==> src/rtl/edge_cnt_pkg.sv <==
// Shared encodings for the multi-channel edge counter.
// Build option: define EDGE_CNT_SYNC_EN to put a 2-flop synchronizer in front of each channel.
package edge_cnt_pkg;

    // Global edge-select encodings
    localparam logic [1:0] MODE_RISE = 2'b00;
    localparam logic [1:0] MODE_FALL = 2'b01;
    localparam logic [1:0] MODE_BOTH = 2'b10;
    localparam logic [1:0] MODE_HOLD = 2'b11;

    // Per-channel level tracker states
    typedef enum logic [1:0] {
        ST_UNK = 2'b00,
        ST_LO  = 2'b01,
        ST_HI  = 2'b10
    } state_e;

    // Turn raw rise/fall detections into a count request for the selected mode
    function automatic logic edge_qualify(input logic [1:0] mode,
                                          input logic       rise,
                                          input logic       fall);
        logic q;
        q = 1'b0;
        case (mode)
            MODE_RISE: q = rise;
            MODE_FALL: q = fall;
            MODE_BOTH: q = rise | fall;
            default:   q = 1'b0;
        endcase
        return q;
    endfunction

endpackage

==> src/rtl/edge_counter_chan.sv <==
// One trigger channel: optional input synchronizer, level-tracking FSM, counter and sticky
// overflow flag. Build option: EDGE_CNT_SYNC_EN adds a 2-flop synchronizer (+2 cycles latency).
module edge_counter_chan
    import edge_cnt_pkg::*;
#(
    parameter int unsigned WIDTH = 8,
    parameter bit          SAT   = 1'b0
) (
    input  logic             clk,
    input  logic             rst,
    input  logic             trig,
    input  logic [1:0]       mode,
    input  logic             clr,
    output logic [WIDTH-1:0] count,
    output logic             ovf
);

    localparam logic [WIDTH-1:0] COUNT_MAX = {WIDTH{1'b1}};

    logic             s;        // sampled trigger level seen by the FSM
    logic             fsm_en;   // low while the synchronizer is still filling after reset
    state_e           state_q;
    logic [WIDTH-1:0] count_q;
    logic             ovf_q;
    logic             rise;
    logic             fall;
    logic             qual;

`ifdef EDGE_CNT_SYNC_EN
    logic [1:0] sync_q;
    logic [1:0] warm_q;

    // Two-stage synchronizer plus a matching warm-up shift so the FSM ignores stale sync data
    always_ff @(posedge clk) begin
        if (rst) begin
            sync_q <= 2'b00;
            warm_q <= 2'b00;
        end else begin
            sync_q <= {sync_q[0], trig};
            warm_q <= {warm_q[0], 1'b1};
        end
    end

    assign s      = sync_q[1];
    assign fsm_en = warm_q[1];
`else
    assign s      = trig;
    assign fsm_en = 1'b1;
`endif

    // Level tracker: follows the input in every mode; UNK is left without reporting an edge
    always_ff @(posedge clk) begin
        if (rst) begin
            state_q <= ST_UNK;
        end else if (!fsm_en) begin
            state_q <= ST_UNK;
        end else begin
            case (state_q)
                ST_UNK:  state_q <= s ? ST_HI : ST_LO;
                ST_LO:   state_q <= s ? ST_HI : ST_LO;
                ST_HI:   state_q <= s ? ST_HI : ST_LO;
                default: state_q <= ST_UNK;
            endcase
        end
    end

    // Edge detection from the current state and the sampled level
    always_comb begin
        rise = 1'b0;
        fall = 1'b0;
        if (fsm_en) begin
            rise = (state_q == ST_LO) && s;
            fall = (state_q == ST_HI) && !s;
        end
        qual = edge_qualify(mode, rise, fall);
    end

    // Counter and sticky overflow; a clear in the same cycle as an edge drops that edge
    always_ff @(posedge clk) begin
        if (rst) begin
            count_q <= '0;
            ovf_q   <= 1'b0;
        end else if (clr) begin
            count_q <= '0;
            ovf_q   <= 1'b0;
        end else if (qual) begin
            if (count_q == COUNT_MAX) begin
                count_q <= SAT ? COUNT_MAX : '0;
                ovf_q   <= 1'b1;
            end else begin
                count_q <= count_q + 1'b1;
            end
        end
    end

    assign count = count_q;
    assign ovf   = ovf_q;

endmodule

==> src/rtl/edge_counter_multi.sv <==
// Multi-channel trigger-edge counter: CHANNELS independent edge_counter_chan instances
// sharing the global edge-select mode. Build option: EDGE_CNT_SYNC_EN (see channel).
module edge_counter_multi
    import edge_cnt_pkg::*;
#(
    parameter int unsigned WIDTH    = 8,
    parameter int unsigned CHANNELS = 4,
    parameter bit          SAT      = 1'b0
) (
    input  logic                      clk,
    input  logic                      rst,
    input  logic [CHANNELS-1:0]       trig,
    input  logic [1:0]                mode,
    input  logic [CHANNELS-1:0]       clr,
    output logic [CHANNELS*WIDTH-1:0] count,
    output logic [CHANNELS-1:0]       ovf
);

    // One channel per trigger bit; count packed with channel i at [i*WIDTH +: WIDTH]
    for (genvar i = 0; i < CHANNELS; i++) begin : g_chan
        edge_counter_chan #(
            .WIDTH (WIDTH),
            .SAT   (SAT)
        ) u_chan (
            .clk   (clk),
            .rst   (rst),
            .trig  (trig[i]),
            .mode  (mode),
            .clr   (clr[i]),
            .count (count[i*WIDTH +: WIDTH]),
            .ovf   (ovf[i])
        );
    end

endmodule

==> config.mk <==
export PLATFORM = sky130hd
export DESIGN_NAME = edge_counter_multi
export DESIGN_NICKNAME = d
export VERILOG_FILES = /design/src/rtl/edge_cnt_pkg.sv /design/src/rtl/edge_counter_chan.sv /design/src/rtl/edge_counter_multi.sv
export SDC_FILE = /design/constraint.sdc
export NUM_CORES = 1
export LEC_CHECK = 0
export CORE_ASPECT_RATIO = 2
export CORE_MARGIN = 2
export CORE_UTILIZATION = 50
export CTS_CLUSTER_SIZE = 40
export DETAILED_ROUTE_END_ITERATION = 6
export PLACE_DENSITY = 0.91
export RECOVER_POWER = 100
export SYNTH_ARGS = -nofsm -noshare
export SYNTH_HDL_FRONTEND = slang
export SYNTH_SLANG_ARGS = --single-unit
==> constraint.sdc <==
create_clock -name clk -period 5.39 [get_ports clk]
set_input_delay 1.617 -clock clk [delete_from_list [all_inputs] [get_ports clk]]
set_output_delay 1.617 -clock clk [all_outputs]
set_load 0.02 [all_outputs]
==> key figures, run 1 <==
Power and ir drop
  • Psw: 0.1304 mW
  • Net switching fraction of the power: 0.2039
  • Max IR drop VDD: 0.2077 mV
  • Static Leakage: 1.025 nW
  • Flop pwr share: 0.521
  • Clk network pwr share: 0.422
  • P_int: 0.5091 mW
  • Pwr/cell area: 243.6 nW/um2
  • Combinational Power Share: 0.058

STA
  • Max-slew violations: 0
  • Worst Max-Slew Pin Slew: 0.9794 ns
  • Final-report hold violation count: 0
  • Total Neg Setup Slack: 0 ns
  • Setup violators final: 0
  • Layout Skew: 0.005336 ns
  • PnR worst setup slack: 1.156 ns
  • RSZ-0062 raised after global routing: no
  • Fmax: 236.2 MHz
  • Period utilization: 0.7855
  • Min Clock Period, post-route: 4.234 ns
  • Max-slew headroom: 0.3379

CTS
  • Post-CTS Setup Bufs: 0
  • Post-CTS sizing: 0
  • Root Buffer: clkbuf_8
  • Hold_buf cts: 0
  • CTS Buffer Depth: 2
  • CTS tree: built
  • Total CTS buffers: 5
  • H-tree depth: 2
  • Clock slew at reported path FFs: 0.08 ns
  • Clk sinks: 44
  • Clock insertion delay at the later pin of the skew report: 0.29 ns

Synthesis
  • Synth Flop Type: dfxtp_1
  • Sequential-to-total area share from yosys stat: 0.4221
  • Mapped Area: 2087 um2
  • Post-synth top area share: 0.4221
  • Leading cell types by count after synthesis: dfxtp_1 (44), nor2_1 (33), xor2_1 (18), o21ai_0 (13), nand2_1 (12)
  • Area contributors post-synth: dfxtp_1 (42%), xor2_1 (7.6%), nor2_1 (5.9%)
  • EDFF count, synth: 0
  • Cells after Synth: 226
  • Seq cells post-synth: 44
  • Synth Warn #: 0
  • Post-Syn Area per Cell: 9.235 um2
  • Most frequent cell after synthesis: dfxtp_1
  • Asr flop ratio synth: 0
  • Top cell type by total area after synthesis: dfxtp_1
  • Syn Nets: 242
  • Post-synthesis cell type count: 43

Final layout
  • Layout area overhead: 25.78%
  • Ratio of cells with drive above 1 in the final layout: 0.04396
  • Non-Filler Instances: 325
  • N_diodes: 0
  • # nets final: 288

Setup path
  • CP endpoint kind: flip-flop
  • Critical path type: in2reg
  • Cells along the critical path: dlygate4sd3_1 -> nand2b_2 -> nor4b_1 -> o2111ai_1 -> o21ai_0 -> nor2_1
  • Crit path max-delay cell type: nor4b_1
  • CP max FO: 8
  • Startpoint Class: input pin
  • CP required: 5.55 ns
  • Largest stage delay on the critical path: 0.81 ns
  • Worst Path Arrival: 4.39 ns

Floorplanning
  • FP Rows: 33
  • Core footprint: 4046 um2
  • Initial Util: 0.5158
  • Die W: 49.69 um
  • IO Count: 48
  • Chip height: 95.37 um
  • Die ar.: 4738 um2

Placed design
  • DP HPWL: 3444 um
  • Place WS: 1.632 ns
  • Placed Instances: 317
  • Port buffer count: 47
  • GPL Wtd Cong: 0.8973

Hold path
  • HP Class: reg2reg

Global routing
  • Grt total ovfl: 0
  • First-pass GRT wire length: 7824 um
  • Vias in the first global route: 1865
  • Pin count of the biggest net entering global routing: 17
  • Initial antenna violation count: 0
  • All-layer global routing usage: 0.2068

Route
  • First-pass iteration count of the detailed router: 4
  • First-iteration detailed-routing DRC count: 49
  • Post-route ant nets: 0
  • Routed via count: 1841
  • WL/cell: 14.23 um
  • Vias per cell: 5.665
  • Post-Route WL: 4624 um
  • Post-route DRC: 0

Job
  • Maxcap violations: 0

Status
  • Status: finished clean
==> per-stage QoR <==
step | util | power, mW | area (um2) | hold slack (ns)
finish | 0.6487 | 0.6395 | 2625 | 0.4589
global route | 0.6487 | 0.6615 | 2625 | 0.4970
CTS | 0.6664 | 0.6489 | 2696 | 0.4700
detailed placement | 0.6351 | 0.3814 | 2570 | 0.4517
global placement | 0.6351 | 0.3800 | 2570 | 0.4477
floorplan | - | 0.3643 | 2087 | 0.4416
==> critical path: cells and delay by family <==
kind	cells	cell delay [ns]
AO/OA/AOI/OAI	2	1.01
AND/OR/NAND/NOR	3	1.02
buffers and inverters	1	0.74
==> final timing paths <==
path,slack (ns),from,cells after the start,endpoint
setup / recovery,1.16,mode[0],6,g_chan[2].u_chan.count[4]
hold / removal,0.46,g_chan[1].u_chan.ovf,1,g_chan[1].u_chan.ovf
setup reg to reg,2.94,g_chan[2].u_chan.state_q[1],4,g_chan[2].u_chan.count[4]
hold reg to reg,0.46,g_chan[1].u_chan.ovf,1,g_chan[1].u_chan.ovf
==> logic make-up after synthesis <==
family,count (synthesis),share of synthesized area
muxes,3,0.01439
DFF,44,0.4221
and+or+nand+nor,102,0.2794
AOI/OAI and AO/OA,40,0.1349
buffers and inverters,10,0.02878
adders and majority gates,4,0.02398
xor gates and xnor gates,23,0.09652
==> cells in the final DEF, fill, tap and decap left out, drive strengths merged, types with 3 or more instances in the layout <==
cell / netlist / routed
dfxtp: 44 / 44
dlygate4sd3: 0 / 38
nor2: 33 / 33
xor2: 18 / 18
o21ai: 14 / 14
nand2: 12 / 12
nand4: 12 / 12
nor3: 11 / 11
clkdlybuf4s50: 0 / 9
nand3: 7 / 7
a21oi: 7 / 7
clkbuf: 3 / 7
and2: 6 / 6
xnor2: 5 / 5
o21a: 4 / 4
ha: 4 / 4
nand3b: 3 / 3
nor2b: 3 / 3
o2111ai: 3 / 3
and3: 3 / 3
or3: 3 / 3
mux2i: 3 / 3
a21boi: 3 / 3
==> power groups by stage <==
stage | clock [mW] | combinational (mW) | sequential, mW
6_report | 0.270 | 0.0368 | 0.333
5_1_grt | 0.288 | 0.0404 | 0.334
4_1_cts | 0.275 | 0.0409 | 0.333
3_5_place_dp | 0 | 0.0404 | 0.341
3_3_place_gp | 0 | 0.0393 | 0.341
2_1_floorplan | 0 | 0.0234 | 0.341
==> final cells by class <==
class | instances | area [um2]
fillers | 392 | 1421
inverters | 2 | 7.507
well taps | 52 | 65.06
clock inverters | 1 | 30.03
flip-flops and latches | 44 | 880.8
multi-input cells | 172 | 1075
repair buffers | 47 | 470.5
clock buffers | 7 | 96.34
==> registers in the layout, summed over array words and instances (netlist names) <==
register               flops
g_chan.u_chan.count       32
g_chan.u_chan.state_q      8
g_chan.u_chan.ovf          4
==> per-layer routing <==
metal	global-route usage	vias up	routed length, um
met5	0	-	0
li1	-	899	-
met1	0.2094	896	1787
met3	0.02978	5	118
met2	0.4022	41	2658
met4	0.09491	0	59
No activity file was read; power rests on OpenSTA's default activity.
==> run 2, diff against run 1 <==
--- a/config.mk
+++ b/config.mk
@@ -7,10 +7,10 @@
 export LEC_CHECK = 0
 export CORE_ASPECT_RATIO = 2
 export CORE_MARGIN = 2
-export CORE_UTILIZATION = 50
+export CORE_UTILIZATION = 49
 export CTS_CLUSTER_SIZE = 40
 export DETAILED_ROUTE_END_ITERATION = 6
-export PLACE_DENSITY = 0.91
+export PLACE_DENSITY = 0.89
 export RECOVER_POWER = 100
 export SYNTH_ARGS = -nofsm -noshare
 export SYNTH_HDL_FRONTEND = slang
==> constraint.sdc (replaced) <==
create_clock -name clk -period 4 [get_ports clk]
set_input_delay 1.2 -clock clk [delete_from_list [all_inputs] [get_ports clk]]
set_output_delay 1.2 -clock clk [all_outputs]
set_load 0.02 [all_outputs]
==> key figures, run 2 (synthesis gave the netlist of run 1 again) <==
Power and ir drop
  • Flop pwr share: 0.575 (+0.054)
  • P_int: 0.6075 mW (+19%)
  • Combinational Power Share: 0.065 (+0.007)
  • Static Leakage: 1.014 nW (-1.1%)
  • Psw: 0.1738 mW (+33%)
  • Pwr/cell area: 298.6 nW/um2 (+23%)
  • Net switching fraction of the power: 0.2225 (+0.01856)
  • Max IR drop VDD: 0.3001 mV (+44%)
  • Clk network pwr share: 0.360 (-0.062)

Route
  • Post-route DRC: 0 (unchanged)
  • WL/cell: 13.92 um (-2.1%)
  • First-iteration detailed-routing DRC count: 28 (-43%)
  • Post-Route WL: 4525 um (-2.1%)
  • First-pass iteration count of the detailed router: 4 (unchanged)
  • Routed via count: 1822 (-1.0%)
  • Vias per cell: 5.606 (-1.0%)
  • Post-route ant nets: 0 (unchanged)

Job
  • Maxcap violations: 0 (unchanged)

STA
  • Max-slew headroom: 0.5155 (+0.1776)
  • RSZ-0062 raised after global routing: no
  • Setup violators final: 0 (unchanged)
  • Period utilization: 0.7893
  • Min Clock Period, post-route: 3.157 ns
  • Total Neg Setup Slack: 0 ns (unchanged)
  • Fmax: 316.7 MHz
  • Max-slew violations: 0 (unchanged)
  • Worst Max-Slew Pin Slew: 0.7267 ns (-0.2526 ns)
  • Layout Skew: 0.004807 ns (-0.0005287 ns)
  • Final-report hold violation count: 0 (unchanged)

Final layout
  • FF+latch area: 880.8 um2 (unchanged)
  • Ratio of cells with drive above 1 in the final layout: 0.04029 (-0.003663)
  • # nets final: 288 (unchanged)
  • Max FFs per register: 32 (unchanged)
  • Area of the multi-input gates: 1102 um2 (+2.6%)
  • Non-Filler Instances: 325 (unchanged)
  • Fill count: 361 (-7.9%)
  • Most frequent cells in the layout: dfxtp_1 (44), dlygate4sd3_1 (38), nor2_1 (33)
  • Layout area overhead: 25.36%
  • Commonest non-fill, non-tap cell in the layout: dfxtp_1
  • N_diodes: 0 (unchanged)

Setup path
  • Startpoint Class: input pin
  • CP endpoint kind: flip-flop
  • Worst Path Arrival: 3.32 ns (-1.07 ns)
  • Critical path type: in2reg
  • CP max FO: 8 (unchanged)
  • CP required: 4.17 ns (-1.38 ns)
  • R2r worst-path depth: 5 (+1)

CTS
  • Clock insertion delay at the later pin of the skew report: 0.29 ns (about the same)
  • Post-CTS sizing: 0 (unchanged)
  • Total CTS buffers: 5 (unchanged)
  • CTS tree: built
  • H-tree depth: 2 (unchanged)
  • CTS Buffer Depth: 2 (unchanged)
  • Hold_buf cts: 0 (unchanged)
  • Root Buffer: clkbuf_8
  • Clk sinks: 44 (unchanged)
  • Post-CTS Setup Bufs: 0 (unchanged)
  • Clock slew at reported path FFs: 0.08 ns (about the same)

Placed design
  • DP HPWL: 3458 um (+0.40%)
  • Port buffer count: 47 (unchanged)
  • GPL Wtd Cong: 0.8213 (-8.5%)
  • Placed Instances: 317 (unchanged)

Floorplanning
  • Die ar.: 4829 um2 (+1.9%)
  • FP Rows: 33 (unchanged)
  • Chip height: 96.30 um (+0.98%)
  • Die W: 50.15 um (+0.93%)
  • Core footprint: 4088 um2 (+1.0%)
  • Initial Util: 0.5106 (-0.005210)
  • IO Count: 48 (unchanged)

Global routing
  • First-pass GRT wire length: 7527 um (-3.8%)
  • Vias in the first global route: 1786 (-4.2%)
  • Grt total ovfl: 0 (unchanged)
  • Pin count of the biggest net entering global routing: 17 (unchanged)
  • Initial antenna violation count: 0 (unchanged)
  • All-layer global routing usage: 0.1994 (-0.007417)

Hold path
  • HP Class: reg2reg
  • WHS Path Cells: 1 (unchanged)

Status
  • Status: finished clean
run 2: cell types whose count changed in the layout (fill, tap and decap cells not counted), sizes merged:
cell and delta:
bufinv -1, clkbuf +1
run 2: layout make-up:
| type | count | area share |
|---|---|---|
| Inverter | 2 | 0.002869 |
| Sequential cell | 44 | 0.3367 |
| Multi-Input combinational cell | 172 | 0.4213 |
| Timing Repair Buffer | 47 | 0.1798 |
| Clock buffer | 8 | 0.03443 |
| Tap cell | 52 | 0.02487 |
run 2: critical path, cell delays in order:
cell	delay (ns)
dlygate4sd3_1	0.71
nand2b_1	0.20
nor4b_4	0.37
o2111ai_1	0.29
o21ai_1	0.45
nor2_1	0.10
run 2: power by group through the flow:
stage	sequential, mW	clock, mW	combinational (mW)
after floorplan	0.459	0	0.0315
after global placement	0.459	0	0.0526
after detailed placement	0.460	0	0.0543
after CTS	0.449	0.291	0.0546
after global routing	0.450	0.309	0.0552
final	0.449	0.281	0.0507
run 2: final timing paths:
check / start / end / slack, ns
worst max-delay path: mode[0] / g_chan[2].u_chan.count[5] / 0.84
worst min register to register: g_chan[2].u_chan.ovf / g_chan[2].u_chan.ovf / 0.46
worst max register to register: g_chan[0].u_chan.state_q[1] / g_chan[0].u_chan.count[0] / 2.09
worst min-delay path: g_chan[2].u_chan.ovf / g_chan[2].u_chan.ovf / 0.46
run 2: layer usage:
layer / routed length (um) / GRT usage
met5: 0 / 0
met4: 103 / 0.08796
met3: 195 / 0.03882
met2: 2545 / 0.3904
met1: 1681 / 0.1936
run 2: per-stage QoR:
step | total power [mW] | util | worst slack, ns | hold slack (ns) | area, um2
floorplan | 0.4909 | - | 1.518 | 0.4416 | 2087
global placement | 0.5117 | 0.6287 | 0.7692 | 0.4492 | 2570
detailed placement | 0.5138 | 0.6287 | 0.6876 | 0.4533 | 2570
CTS | 0.7946 | 0.6508 | 0.9908 | 0.4730 | 2660
global route | 0.8140 | 0.6400 | 0.6387 | 0.4936 | 2616
finish | 0.7813 | 0.6400 | 0.8427 | 0.4629 | 2616
==> run 3, diff against run 2 <==
==> constraint.sdc (replaced) <==
create_clock -name clk -period 3 [get_ports clk]
set_input_delay 0.9 -clock clk [delete_from_list [all_inputs] [get_ports clk]]
set_output_delay 0.9 -clock clk [all_outputs]
set_load 0.02 [all_outputs]
==> key figures, run 3 (synthesis gave the netlist of run 1 again) <==
Setup path
  • R2r worst-path depth: 4 (-1)
  • CP max FO: 6 (-2)
  • Worst Setup EP: g_chan[2].u_chan.count[4]
  • CP required: 3.17 ns (-1.00 ns)
  • Reg2reg end: g_chan[2].u_chan.count[4]
  • CP startpoint: mode[0]
  • R2R setup slack: 1.26 ns (-0.83 ns)
  • Startpoint Class: input pin
  • CP endpoint kind: flip-flop
  • Reg-to-Reg Start: g_chan[2].u_chan.state_q[0]
  • Worst Path Arrival: 2.90 ns (-0.42 ns)
  • Critical path type: in2reg

STA
  • Final-report hold violation count: 0 (unchanged)
  • Setup violators final: 0 (unchanged)
  • Total Neg Setup Slack: 0 ns (unchanged)
  • Layout Skew: 0.003765 ns (-0.001042 ns)
  • Max-slew headroom: 0.6528 (+0.1373)
  • Worst Max-Slew Pin Slew: 0.5191 ns (-0.2076 ns)
  • Period utilization: 0.9095
  • Max-slew violations: 0 (unchanged)
  • Min Clock Period, post-route: 2.729 ns
  • Fmax: 366.5 MHz
  • RSZ-0062 raised after global routing: no

Hold path
  • HP Class: reg2reg

Route
  • Vias per cell: 5.607 (about the same)
  • First-iteration detailed-routing DRC count: 27 (-3.6%)
  • Post-route ant nets: 0 (unchanged)
  • First-pass iteration count of the detailed router: 4 (unchanged)
  • Post-route DRC: 0 (unchanged)
  • Post-Route WL: 4428 um (-2.1%)
  • WL/cell: 13.38 um (-3.9%)
  • Routed via count: 1856 (+1.9%)

Final layout
  • Layout area overhead: 27.40%
  • N_diodes: 0 (unchanged)
  • Max FFs per register: 32 (unchanged)
  • Most frequent cells in the layout: dfxtp_1 (44), dlygate4sd3_1 (39), nor2_1 (33)
  • # nets final: 294 (+2.1%)
  • Fin util: 0.6504 (+0.01041)
  • Ratio of cells with drive above 1 in the final layout: 0.05018 (+0.009886)
  • Commonest non-fill, non-tap cell in the layout: dfxtp_1

Power and ir drop
  • Static Leakage: 1.048 nW (+3.4%)
  • Max IR drop VDD: 0.3514 mV (+17%)
  • Pwr/cell area: 393.5 nW/um2 (+32%)

Placed design
  • DP HPWL: 3350 um (-3.1%)
  • GPL Wtd Cong: 0.8178 (-0.43%)
  • Port buffer count: 47 (unchanged)

Floorplanning
  • IO Count: 48 (unchanged)
  • Core footprint: 4088 um2 (unchanged)
  • FP Rows: 33 (unchanged)
  • Die W: 50.15 um (unchanged)
  • Chip height: 96.30 um (unchanged)
  • Initial Util: 0.5106 (unchanged)
  • Die ar.: 4829 um2 (unchanged)

Global routing
  • Vias in the first global route: 1734 (-2.9%)
  • First-pass GRT wire length: 7320 um (-2.8%)
  • All-layer global routing usage: 0.1963 (-0.003094)
  • Initial antenna violation count: 0 (unchanged)
  • Grt total ovfl: 0 (unchanged)
  • Pin count of the biggest net entering global routing: 13 (-4)

CTS
  • Post-CTS sizing: 0 (unchanged)
  • Clock slew at reported path FFs: 0.07 ns (about the same)
  • CTS tree: built
  • Clk sinks: 44 (unchanged)
  • CTS Buffer Depth: 2 (unchanged)
  • Post-CTS Setup Bufs: 0 (unchanged)
  • Clock insertion delay at the later pin of the skew report: 0.29 ns (about the same)
  • Root Buffer: clkbuf_8
  • Total CTS buffers: 5 (unchanged)
  • Hold_buf cts: 0 (unchanged)
  • H-tree depth: 2 (unchanged)

Status
  • Status: finished clean

Job
  • Maxcap violations: 0 (unchanged)
-- run 3: cell types whose count changed in the layout (fill, tap and decap cells not counted), sizes merged --
| cell | previous run | this run |
|---|---|---|
| buf | 0 | 1 |
| clkbuf | 8 | 13 |
| clkdlybuf4s50 | 9 | 8 |
| dlygate4sd3 | 38 | 39 |
-- run 3: power by group --
part,internal [mW],total [mW],switching (mW),leakage (nW)
clock network,0.188,0.377,0.189,0.0455
registers,0.591,0.598,0.00735,0.357
logic,0.0331,0.0708,0.0377,0.646
-- run 3: final cells by class --
class                           count  area (um2)
Clock buffer                        8       90.09
Fill cell                         344        1429
Inverter                            2       7.507
Multi-Input combinational cell    172        1119
Sequential cell                    44       880.8
Tap cell                           52       65.06
Timing Repair Buffer               53       496.7
-- run 3: through the flow --
step / area (um2) / cells / hold slack, ns / worst slack [ns] / total power [mW]
after floorplan: 2087 / 226 / 0.4416 / 0.8178 / 0.6545
after global placement: 2615 / 323 / 0.4499 / 0.2030 / 0.6867
after detailed placement: 2615 / 323 / 0.4556 / 0.1345 / 0.6891
after CTS: 2705 / 331 / 0.4741 / 0.4355 / 1.063
after global routing: 2659 / 331 / 0.4849 / 0.09666 / 1.086
final: 2659 / 331 / 0.4609 / 0.2714 / 1.046
-- run 3: critical path: stages --
cell and delay [ns]:
dlygate4sd3_1 0.67, nand2b_4 0.09, nor4b_1 0.39, o2111ai_1 0.31, o21ai_1 0.44, nor2_1 0.10
-- run 3: how the worst min path moves through the flow --
stage,start,end,depth (start not counted)
2_1_floorplan,g_chan[0].u_chan.ovf,g_chan[0].u_chan.ovf,1
3_3_place_gp,g_chan[0].u_chan.ovf,g_chan[0].u_chan.ovf,1
3_5_place_dp,g_chan[3].u_chan.ovf,g_chan[3].u_chan.ovf,1
4_1_cts,g_chan[3].u_chan.ovf,g_chan[3].u_chan.ovf,1
5_1_grt,g_chan[3].u_chan.ovf,g_chan[3].u_chan.ovf,1
6_report,g_chan[2].u_chan.ovf,g_chan[2].u_chan.ovf,1
-- run 3: layer usage --
metal | track usage | part of all wire | wire, um
met2 | 0.3640 | 0.55 | 2428
met5 | 0 | 0 | 0
met4 | 0.1157 | 0.030 | 135
met3 | 0.04193 | 0.049 | 219
met1 | 0.1940 | 0.37 | 1645
